<file path="config.mk">
export PLATFORM = sky130hd
export DESIGN_NAME = lif_layer_scheduler_flat
export DESIGN_NICKNAME = d
export VERILOG_FILES = /design/src/rtl/lif_sched_if.sv /design/src/rtl/lif_layer_scheduler.sv /design/src/flat_wrapper.sv
export SDC_FILE = /design/constraint.sdc
export NUM_CORES = 1
export LEC_CHECK = 0
export CORE_MARGIN = 3
export CORE_UTILIZATION = 45
export CTS_CLUSTER_SIZE = 24
export DETAILED_ROUTE_END_ITERATION = 8
export DONT_BUFFER_PORTS = 1
export PLACE_DENSITY_LB_ADDON = 0.05
export SYNTH_ARGS = -nofsm -noshare
export SYNTH_HDL_FRONTEND = slang
export SYNTH_SLANG_ARGS = --single-unit
</file>
<file path="constraint.sdc">
create_clock -name clk -period 13.5 [get_ports clk]
set_input_delay 2.7 -clock clk [delete_from_list [all_inputs] [get_ports clk]]
set_output_delay 2.7 -clock clk [all_outputs]
set_load 0.01 [all_outputs]
</file>
<file path="src/rtl/lif_sched_if.sv">
// Step-request and spike-event channels between the input stage, the LIF
// scheduler and the spike router.
interface lif_sched_if #(
   parameter int NUM_NEURONS = 16,
   parameter int MEM_W       = 16,
   parameter int IDX_W       = $clog2(NUM_NEURONS)
) ();
   logic                   step_valid;
   logic                   step_ready;
   logic [NUM_NEURONS-1:0] spike_in;
   logic [MEM_W-1:0]       threshold;
   logic [3:0]             leak_shift;
   logic                   evt_valid;
   logic [IDX_W-1:0]       evt_idx;
   logic                   evt_ready;

   modport master (
      output step_valid, spike_in, threshold, leak_shift, evt_ready,
      input  step_ready, evt_valid, evt_idx
   );

   modport slave (
      input  step_valid, spike_in, threshold, leak_shift, evt_ready,
      output step_ready, evt_valid, evt_idx
   );
endinterface

</file>
<file path="src/rtl/lif_layer_scheduler.sv">
// Time-multiplexed LIF layer: one shared integrate/leak/fire datapath walks
// NUM_NEURONS stored membrane potentials per timestep and emits spike events.
//
// state  | meaning
// IDLE   | waiting for a timestep; clear_mem honoured here
// UPDATE | evaluate neuron idx (fire or integrate/leak)
// EMIT   | holding spike event for neuron idx until the router takes it
// DONE   | one-cycle step_done pulse
module lif_layer_scheduler #(
   parameter int NUM_NEURONS = 16,
   parameter int MEM_W       = 16,
   parameter int IDX_W       = $clog2(NUM_NEURONS)
) (
   input  logic             clk,
   input  logic             rst,
   lif_sched_if.slave       bus,
   input  logic             clear_mem,
   output logic             step_done,
   output logic             busy,
   input  logic [IDX_W-1:0] dbg_idx,
   output logic [MEM_W-1:0] dbg_potential
);

   localparam logic [1:0] S_IDLE   = 2'd0;
   localparam logic [1:0] S_UPDATE = 2'd1;
   localparam logic [1:0] S_EMIT   = 2'd2;
   localparam logic [1:0] S_DONE   = 2'd3;

   localparam logic [IDX_W-1:0] LAST_IDX = IDX_W'(NUM_NEURONS - 1);

   logic [1:0]             state_q, state_d;
   logic [IDX_W-1:0]       idx_q, idx_d;
   logic [MEM_W-1:0]       pot_q [NUM_NEURONS];
   logic [MEM_W-1:0]       pot_d [NUM_NEURONS];
   logic [NUM_NEURONS-1:0] spike_q, spike_d;
   logic [MEM_W-1:0]       thr_q, thr_d;
   logic [3:0]             shift_q, shift_d;
   logic                   evt_valid_q, evt_valid_d;
   logic [IDX_W-1:0]       evt_idx_q, evt_idx_d;

   logic [MEM_W-1:0]       p_cur;
   logic [MEM_W-1:0]       integ;
   logic [MEM_W-1:0]       leak;
   logic [MEM_W:0]         sum;
   logic [MEM_W-1:0]       p_upd;
   logic                   fire;
   logic                   last;

   // leak <= p, so the extra MSB of sum can only mean overflow, never underflow.
   // A logical shift by >= MEM_W yields zero leak on its own.
   always_comb begin
      p_cur = pot_q[idx_q];
      integ = spike_q[idx_q] ? (thr_q >> 2) : '0;
      leak  = p_cur >> shift_q;
      sum   = {1'b0, p_cur} + {1'b0, integ} - {1'b0, leak};
      p_upd = sum[MEM_W] ? '1 : sum[MEM_W-1:0];
      fire  = (p_cur >= thr_q);
      last  = (idx_q == LAST_IDX);
   end

   always_comb begin
      state_d     = state_q;
      idx_d       = idx_q;
      pot_d       = pot_q;
      spike_d     = spike_q;
      thr_d       = thr_q;
      shift_d     = shift_q;
      evt_valid_d = evt_valid_q;
      evt_idx_d   = evt_idx_q;

      case (state_q)
         S_IDLE: begin
            if (clear_mem) begin
               for (int i = 0; i < NUM_NEURONS; i++) begin
                  pot_d[i] = '0;
               end
            end else if (bus.step_valid) begin
               spike_d = bus.spike_in;
               thr_d   = bus.threshold;
               shift_d = bus.leak_shift;
               idx_d   = '0;
               state_d = S_UPDATE;
            end
         end

         S_UPDATE: begin
            if (fire) begin
               pot_d[idx_q] = '0;
               evt_idx_d    = idx_q;
               evt_valid_d  = 1'b1;
               state_d      = S_EMIT;
            end else begin
               pot_d[idx_q] = p_upd;
               if (last) begin
                  state_d = S_DONE;
               end else begin
                  idx_d = idx_q + IDX_W'(1);
               end
            end
         end

         S_EMIT: begin
            if (bus.evt_ready) begin
               evt_valid_d = 1'b0;
               if (last) begin
                  state_d = S_DONE;
               end else begin
                  idx_d   = idx_q + IDX_W'(1);
                  state_d = S_UPDATE;
               end
            end
         end

         S_DONE: begin
            state_d = S_IDLE;
         end

         default: begin
            state_d = S_IDLE;
         end
      endcase
   end

   always_ff @(posedge clk or posedge rst) begin
      if (rst) begin
         state_q     <= S_IDLE;
         idx_q       <= '0;
         spike_q     <= '0;
         thr_q       <= '0;
         shift_q     <= '0;
         evt_valid_q <= 1'b0;
         evt_idx_q   <= '0;
         for (int i = 0; i < NUM_NEURONS; i++) begin
            pot_q[i] <= '0;
         end
      end else begin
         state_q     <= state_d;
         idx_q       <= idx_d;
         spike_q     <= spike_d;
         thr_q       <= thr_d;
         shift_q     <= shift_d;
         evt_valid_q <= evt_valid_d;
         evt_idx_q   <= evt_idx_d;
         pot_q       <= pot_d;
      end
   end

   assign bus.step_ready = (state_q == S_IDLE) && !clear_mem;
   assign bus.evt_valid  = evt_valid_q;
   assign bus.evt_idx    = evt_idx_q;
   assign step_done      = (state_q == S_DONE);
   assign busy           = (state_q != S_IDLE);
   assign dbg_potential  = (int'(dbg_idx) < NUM_NEURONS) ? pot_q[dbg_idx] : '0;

endmodule

</file>
<file path="src/flat_wrapper.sv">
// flat-port wrapper written by rule: the top's interface ports become plain ports
module lif_layer_scheduler_flat 
#(
   parameter int NUM_NEURONS = 16,
   parameter int MEM_W       = 16,
   parameter int IDX_W       = $clog2(NUM_NEURONS)
)
  (clk, rst, clear_mem, step_done, busy, dbg_idx, dbg_potential, bus_step_valid, bus_spike_in, bus_threshold, bus_leak_shift, bus_evt_ready, bus_step_ready, bus_evt_valid, bus_evt_idx);
  lif_sched_if #(.NUM_NEURONS(NUM_NEURONS), .MEM_W(MEM_W), .IDX_W(IDX_W)) bus_i ();
  input  logic clk;
  input  logic rst;
  input  logic clear_mem;
  output logic step_done;
  output logic busy;
  input  logic [IDX_W-1:0] dbg_idx;
  output logic [MEM_W-1:0] dbg_potential;
  input wire logic [$bits(bus_i.step_valid)-1:0] bus_step_valid;
  input wire logic [$bits(bus_i.spike_in)-1:0] bus_spike_in;
  input wire logic [$bits(bus_i.threshold)-1:0] bus_threshold;
  input wire logic [$bits(bus_i.leak_shift)-1:0] bus_leak_shift;
  input wire logic [$bits(bus_i.evt_ready)-1:0] bus_evt_ready;
  output wire logic [$bits(bus_i.step_ready)-1:0] bus_step_ready;
  output wire logic [$bits(bus_i.evt_valid)-1:0] bus_evt_valid;
  output wire logic [$bits(bus_i.evt_idx)-1:0] bus_evt_idx;
  assign bus_i.step_valid = bus_step_valid;
  assign bus_i.spike_in = bus_spike_in;
  assign bus_i.threshold = bus_threshold;
  assign bus_i.leak_shift = bus_leak_shift;
  assign bus_i.evt_ready = bus_evt_ready;
  assign bus_step_ready = bus_i.step_ready;
  assign bus_evt_valid = bus_i.evt_valid;
  assign bus_evt_idx = bus_i.evt_idx;
  lif_layer_scheduler #(.NUM_NEURONS(NUM_NEURONS), .MEM_W(MEM_W), .IDX_W(IDX_W)) u_core (.clk(clk), .rst(rst), .bus(bus_i), .clear_mem(clear_mem), .step_done(step_done), .busy(busy), .dbg_idx(dbg_idx), .dbg_potential(dbg_potential));
endmodule
</file>
==> metrics.yaml, run 1 <==
critPathMaxFanout: 33
max_freq_ghz: 0.134
yosys_warnings: 0
cts_root_buf: "clkbuf_16"
synth_cell_types: 66
vias: 13500
hold_class: "flip-flop to flip-flop"
core_area_um2: 38900
status: "completed"
syn_nets: 1711
crit_family: "compound AO/OA/AOI/OAI gates"
drt-total-wl_um: 60800
grt_overflow: 0
cts_num_sinks: 303
cpPeakStageDelay_ps: 1100
fin_crit_sh_pct: 55.2
required_ps: 13880
grt_use_total_pct: 29.6
io_buffers: 0
nets: 1643
wl_per_cell_um: 29.2
crit_type: "flip-flop to flip-flop"
dr.pass1.iters: 5
route.antenna.remaining_nets: 0
synth_edf_count: 0
synth_cells: 1609
relSlewSlack_pct: 5.42
areaGrowthSynthToFinish_pct: 8.88
critPathBufInv: 3
layout-drive-gt1-share_pct: 18.4
cts.clk_slew.worst_paths_ps: 70
crit_chain: "buf_4 -> mux4_2 -> a22o_1 -> a221oi_1 -> inv_1 -> a211oi_1 -> a211o_1 -> o221ai_1 -> ha_1 -> inv_1 -> ha_1 -> fa_1 -> a211oi_1 -> nor2_1 -> o211ai_1 -> a21o_1 -> a211oi_4 -> nor2b_1 -> o21ai_0"
crit_cells: 19
hold_depth: 2
cpMaxStageDelayCell: "nor2b_1"
rsz0062_at_grt: "no"
start_util_pct: 45.8
cts_made_buffers: 36
ys_async_sr_fraction_pct: 100
diodes: 0
synth_top_flop_cell: "dfrtp_1"
startpoint_type: "flip-flop"
placed_area_um2: 18100
htree_levels: 2
fill_cells: 3530
drc_errors: 0
die_area_um2: 42000
grt_max_degree: 105
finalHoldViolations: 0
drt_iter0_drc: 1331
syn_area_per_cell_um2: 11.1
core.rowCount: 72
grt_pass1_wl_um: 91000
cts_resized: 0
setup_tns_ps: 0
clk_latency_ps: 570
slew_viol_final: 0
viasPerCell: 6.47
ys_ff_latch: 303
finalSetupViolCount: 0
max_slew.worst_pin.slew_ps: 1420
period_needed_ps: 7460
endpoint_kind: "flip-flop"
drv_cap: 0
ys_seq_area_share_pct: 42.6
grt_pass1_vias: 13700
die_y_um: 205
die_w_um: 205
final_area_um2: 19400
ctsHoldBuffers: 0
cts_buffer_depth: 3
place_congestion: 0.890
antenna_found_initial: 0
place_hpwl_um: 38500
critPathArrivalTime_ps: 7840
r2r_cells: 19
top_level_ports: 69
cts_tree: "yes"
fin_worst_skew_ps: 28.9
synthesis.area_um2: 17800
cts_setup_buffers: 0
-- per-stage QoR --
| step | util (%) | setup WS [ps] | hold slack (ps) | std cells |
|---|---|---|---|---|
| 3_3_place_gp | 46.6 | 6220 | 476 | 2021 |
| 2_1_floorplan | - | 2430 | 458 | 1609 |
| 4_1_cts | 49.8 | 6140 | 495 | 2086 |
| 5_1_grt | 49.8 | 5650 | 526 | 2086 |
| 6_report | 49.8 | 6040 | 491 | 2086 |
| 3_5_place_dp | 46.6 | 6140 | 483 | 2021 |
-- sequential cells by signal, indices dropped and copies added (netlist names) --
register and cells:
u_core.bus.evt_idx 4, u_core.bus.evt_valid 1, u_core.idx_q 4, u_core.pot_q 256, u_core.shift_q 4, u_core.spike_q 16
u_core.state_q 2, u_core.thr_q 16
-- cells by family (layout without fill, tap and decap cells) --
group / count (synthesis) / in the layout / synth area share [%]
fa+ha+maj: 57 / 57 / 4.59
simple gates: 419 / 419 / 10.2
mux: 219 / 219 / 23.4
compound gates: 403 / 403 / 14.2
buf+inv: 197 / 156 / 4.50
flops: 303 / 303 / 42.6
xor+xnor: 11 / 11 / 0.541
-- cell type report --
class                      instances  area [um^2]  area share, %
multi-input combinational       1109         9450           48.7
inverter                          69          267           1.37
clock buffer                      54         1090           5.62
sequential                       303         7590           39.1
clock inverter                    11          191          0.987
tap                              518          648           3.34
timing repair buffer              22          165          0.851
-- tightest hold or removal path, delay by kind of cell (launching register included) --
family | cells | cell delay (ps)
AND/OR/NAND/NOR | 1 | 50
flip-flops | 1 | 350
AO/OA/AOI/OAI | 1 | 60
-- worst paths after layout --
check                                         startpoint                            end  slack, ps
setup / recovery             u_core.idx_q[0]$_DFFE_PP0P_  u_core.pot_q[149]$_DFFE_PP0P_       6040
hold / removal             u_core.pot_q[213]$_DFFE_PP0P_  u_core.pot_q[213]$_DFFE_PP0P_        490
setup reg to reg             u_core.idx_q[0]$_DFFE_PP0P_  u_core.pot_q[149]$_DFFE_PP0P_       6040
hold reg to reg            u_core.pot_q[213]$_DFFE_PP0P_  u_core.pot_q[213]$_DFFE_PP0P_        490
max in group asynchronous                            rst    u_core.idx_q[0]$_DFFE_PP0P_       9070
min in group asynchronous                            rst  u_core.pot_q[101]$_DFFE_PP0P_       2070
-- routing by layer --
layer | GRT usage [%] | share of wire (%) | up-vias
li1 | - | - | 5794
met1 | 41.3 | 42 | 6979
met2 | 45.1 | 46 | 590
met3 | 6.61 | 8.5 | 140
met4 | 11.9 | 4.1 | 0
met5 | 0 | 0 | -
-- placed cells by master, fill, tap and decap left out, types with 4 or more instances in the layout --
| master | n |
|---|---|
| buf_4 | 22 |
| dfrtp_1 | 301 |
| a22o_1 | 68 |
| o22ai_1 | 7 |
| fa_1 | 14 |
| a2111oi_0 | 4 |
| mux4_2 | 141 |
| a211oi_1 | 12 |
| and3b_1 | 15 |
| ha_1 | 43 |
| nand2b_1 | 10 |
| xnor2_1 | 5 |
| and3_1 | 5 |
| xor2_1 | 6 |
| o211ai_1 | 5 |
| nand4_1 | 16 |
| clkbuf_8 | 10 |
| and2_1 | 5 |
| nor3_1 | 5 |
| mux2_2 | 53 |
| clkbuf_1 | 7 |
| mux4_1 | 9 |
| nand3_1 | 11 |
| bufinv_16 | 4 |
| o21ai_0 | 214 |
| a211o_1 | 5 |
| nand2_1 | 294 |
| clkbuf_16 | 37 |
| nor2_1 | 40 |
| inv_1 | 65 |
| clkinv_2 | 5 |
| a21o_1 | 11 |
| nor2b_1 | 7 |
| a21oi_1 | 31 |
| a22oi_1 | 12 |
| a31oi_1 | 5 |
| mux2i_1 | 16 |
-- synthesized netlist by cell type (7+ instances only) --
master / instances / area share [%]
dfrtp_1: 303 / 43
nand2_1: 294 / 6.2
o21ai_0: 215 / 6.0
mux4_2: 141 / 18
clkbuf_1: 91 / 1.9
a22o_1: 68 / 3.3
inv_1: 66 / 1.4
mux2_2: 53 / 3.3
ha_1: 43 / 3.0
nor2_1: 40 / 0.84
a21oi_1: 32 / 0.90
buf_2: 19 / 0.53
mux2i_1: 16 / 0.90
nand4_1: 16 / 0.56
and3b_1: 15 / 0.74
fa_1: 14 / 1.6
a211oi_1: 12 / 0.51
a22oi_1: 12 / 0.51
a21o_1: 11 / 0.46
buf_1: 11 / 0.23
nand3_1: 11 / 0.31
nand2b_1: 10 / 0.35
mux4_1: 9 / 1.3
nor2b_1: 7 / 0.25
o22ai_1: 7 / 0.25
Power of run 1 is not shown: default switching activity piles up to over one toggle a cycle in this logic, so the estimate is an artifact.
==> inputs of run 2 (changes only) <==
- ABC_AREA: default -> 1
- clock period: 13.5 -> 6.7 ns (I/O delays scaled with it)
==> run 2 against run 1 <==
Sequential share of layout area shrank 12 points. Clock skew shrank 9.3 ps. Core utilization shrank 1.7 points. Design area grew 44%. Synthesized cell count grew to 2.9 times the previous value. Hold slack gained 9.8 ps. Global-route usage grew 4.2 points. Critical endpoint is now u_core.pot_q[63]$_DFFE_PP0P_. Register-to-register slack lost 5300 ps. Via count grew 110%.
==> metrics.yaml, run 2 <==
critPathBufInv: 3
cpPeakStageDelay_ps: 660
grt_pass1_vias: 25400
regArea_um2: 7590
fin_worst_skew_ps: 19.6
rrSetupSlack_ps: 720
critPathArrivalTime_ps: 6440
drt-total-wl_um: 105000
cts_root_buf: "clkbuf_16"
vias: 28300
regMostFlops: "u_core.pot_q"
start_util_pct: 45.6
netlist.area_leader.share_pct: 38.3
drc_errors: 0
cts_num_sinks: 303
cts.clk_slew.worst_paths_ps: 60
relSlewSlack_pct: 20.0
synth_cell_types: 40
multi_input_area_um2: 16200
antenna_found_initial: 2
io_buffers: 0
fill_cells: 6329
critPathMaxFanout: 16
layout-drive-gt1-share_pct: 4.46
ys_ff_latch: 303
cts_tree: "yes"
period_needed_ps: 5980
final_common_cell: "nand2_1"
ys_seq_area_share_pct: 28.7
synth_top_flop_cell: "dfrtp_1"
max_slew.worst_pin.slew_ps: 1200
grt_pass1_wl_um: 159000
status: "completed"
route.antenna.remaining_nets: 0
synth_cells: 4723
reg2reg_to: "u_core.pot_q[63]$_DFFE_PP0P_"
fin_crit_sh_pct: 89.3
die_y_um: 248
yosysTopAreaCell: "nand2_1"
finalSetupViolCount: 0
place_congestion: 0.948
htree_levels: 2
ys_async_sr_fraction_pct: 100
slew_viol_final: 0
cpMaxStageDelayCell: "clkinv_1"
yosysMostFrequentCell: "nand2_1"
largest_reg_flops: 256
cts_made_buffers: 40
worst_path_most_repeated_cell: "nand2_1"
min_from: "u_core.spike_q[8]$_DFFE_PP0P_"
areaGrowthSynthToFinish_pct: 5.49
top_level_ports: 69
top_regs: "u_core.pot_q: 256 flops, u_core.spike_q: 16 flops, u_core.thr_q: 16 flops"
max_freq_ghz: 0.167
core_area_um2: 57900
endpoint_kind: "flip-flop"
ys_top_cells_by_area: "nand2_1, dfrtp_1, nor2_1"
synthesis.area_um2: 26400
reg2reg_from: "u_core.idx_q[3]$_DFFE_PP0P_"
ctsHoldBuffers: 0
cts_setup_buffers: 0
cts_resized: 0
viasPerCell: 5.32
crit_type: "flip-flop to flip-flop"
hold_depth: 1
required_ps: 7160
die_w_um: 248
crit_family: "simple AND/OR/NAND/NOR gates"
clk_latency_ps: 580
syn_nets: 4825
diodes: 0
dr.pass1.iters: 6
fin_util_pct: 48.1
grt_max_degree: 256
synth_edf_count: 0
cts_buffer_depth: 3
hold_path_end: "u_core.spike_q[8]$_DFFE_PP0P_"
yosys-top-cells-count: "nand2_1, nor2_1, dfrtp_1"
syn_area_per_cell_um2: 5.60
drt_iter0_drc: 2745
finalHoldViolations: 0
drv_cap: 0
most-common-layout-cells: "nand2_1, nor2_1, dfrtp_1"
yosys_warnings: 0
place_hpwl_um: 66900
core.rowCount: 88
wl_per_cell_um: 19.7
nets: 4630
hold_class: "flip-flop to flip-flop"
grt_overflow: 0
die_area_um2: 61700
setup_tns_ps: 0
startpoint_type: "flip-flop"
r2r_cells: 27
grt_use_total_pct: 33.8
rsz0062_at_grt: "no"
[run 2: cells by family after synthesis]
logic type               count (synthesis)  share of synthesized area (%)
AND/OR/NAND/NOR                       3302                           48.6
AO/OA/AOI/OAI                          411                           8.67
adder cells (fa/ha/maj)                 57                           3.10
multiplexers                            14                          0.592
XOR/XNOR                                 7                          0.232
buffers and inverters                  629                           10.1
flip-flops                             303                           28.7
[run 2: metrics by stage]
step / hold WS, ps / cells / setup WS [ps] / cell area (um^2)
after global placement: 486 / 5251 / 891 / 26600
after floorplan: 471 / 4723 / 1330 / 26400
after global routing: 519 / 5316 / 421 / 27900
final: 501 / 5316 / 719 / 27900
after detailed placement: 490 / 5251 / 887 / 26600
after CTS: 503 / 5316 / 845 / 27900
[run 2: cell type report]
type | instances | share of cell area (%)
sequential | 303 | 27.2
multi-input combinational | 3791 | 58.2
clock inverter | 6 | 0.197
clock buffer | 59 | 4.28
timing repair buffer | 68 | 2.28
tap | 765 | 3.43
inverter | 324 | 4.42
[run 2: worst max-delay path by stage]
stage                                            from                                 to  depth (start not counted)
after floorplan                                   rst  u_core.bus.evt_idx[0]$_DFFE_PP0P_                          1
after global placement    u_core.idx_q[3]$_DFFE_PP0P_       u_core.pot_q[47]$_DFFE_PP0P_                         28
after detailed placement  u_core.idx_q[3]$_DFFE_PP0P_      u_core.pot_q[174]$_DFFE_PP0P_                         28
after CTS                 u_core.idx_q[3]$_DFFE_PP0P_       u_core.pot_q[63]$_DFFE_PP0P_                         28
after global routing      u_core.idx_q[3]$_DFFE_PP0P_       u_core.pot_q[71]$_DFFE_PP0P_                         29
final                     u_core.idx_q[3]$_DFFE_PP0P_       u_core.pot_q[63]$_DFFE_PP0P_                         27
[run 2: worst reg2reg max path, delay by kind of cell, from the launching register on]
family	cells	cell delay, ps
adder cells (fa/ha/maj)	3	960
buffers and inverters	3	990
flip-flops	1	540
AND/OR/NAND/NOR	21	3390
[run 2: layer usage]
metal / GRT usage [%] / part of all wire, %
met1: 45.7 / 42
met5: 0 / 0.010
met2: 52.5 / 44
met4: 17.9 / 5.9
met3: 4.78 / 7.7
Power of run 2 is left out for the same reason.
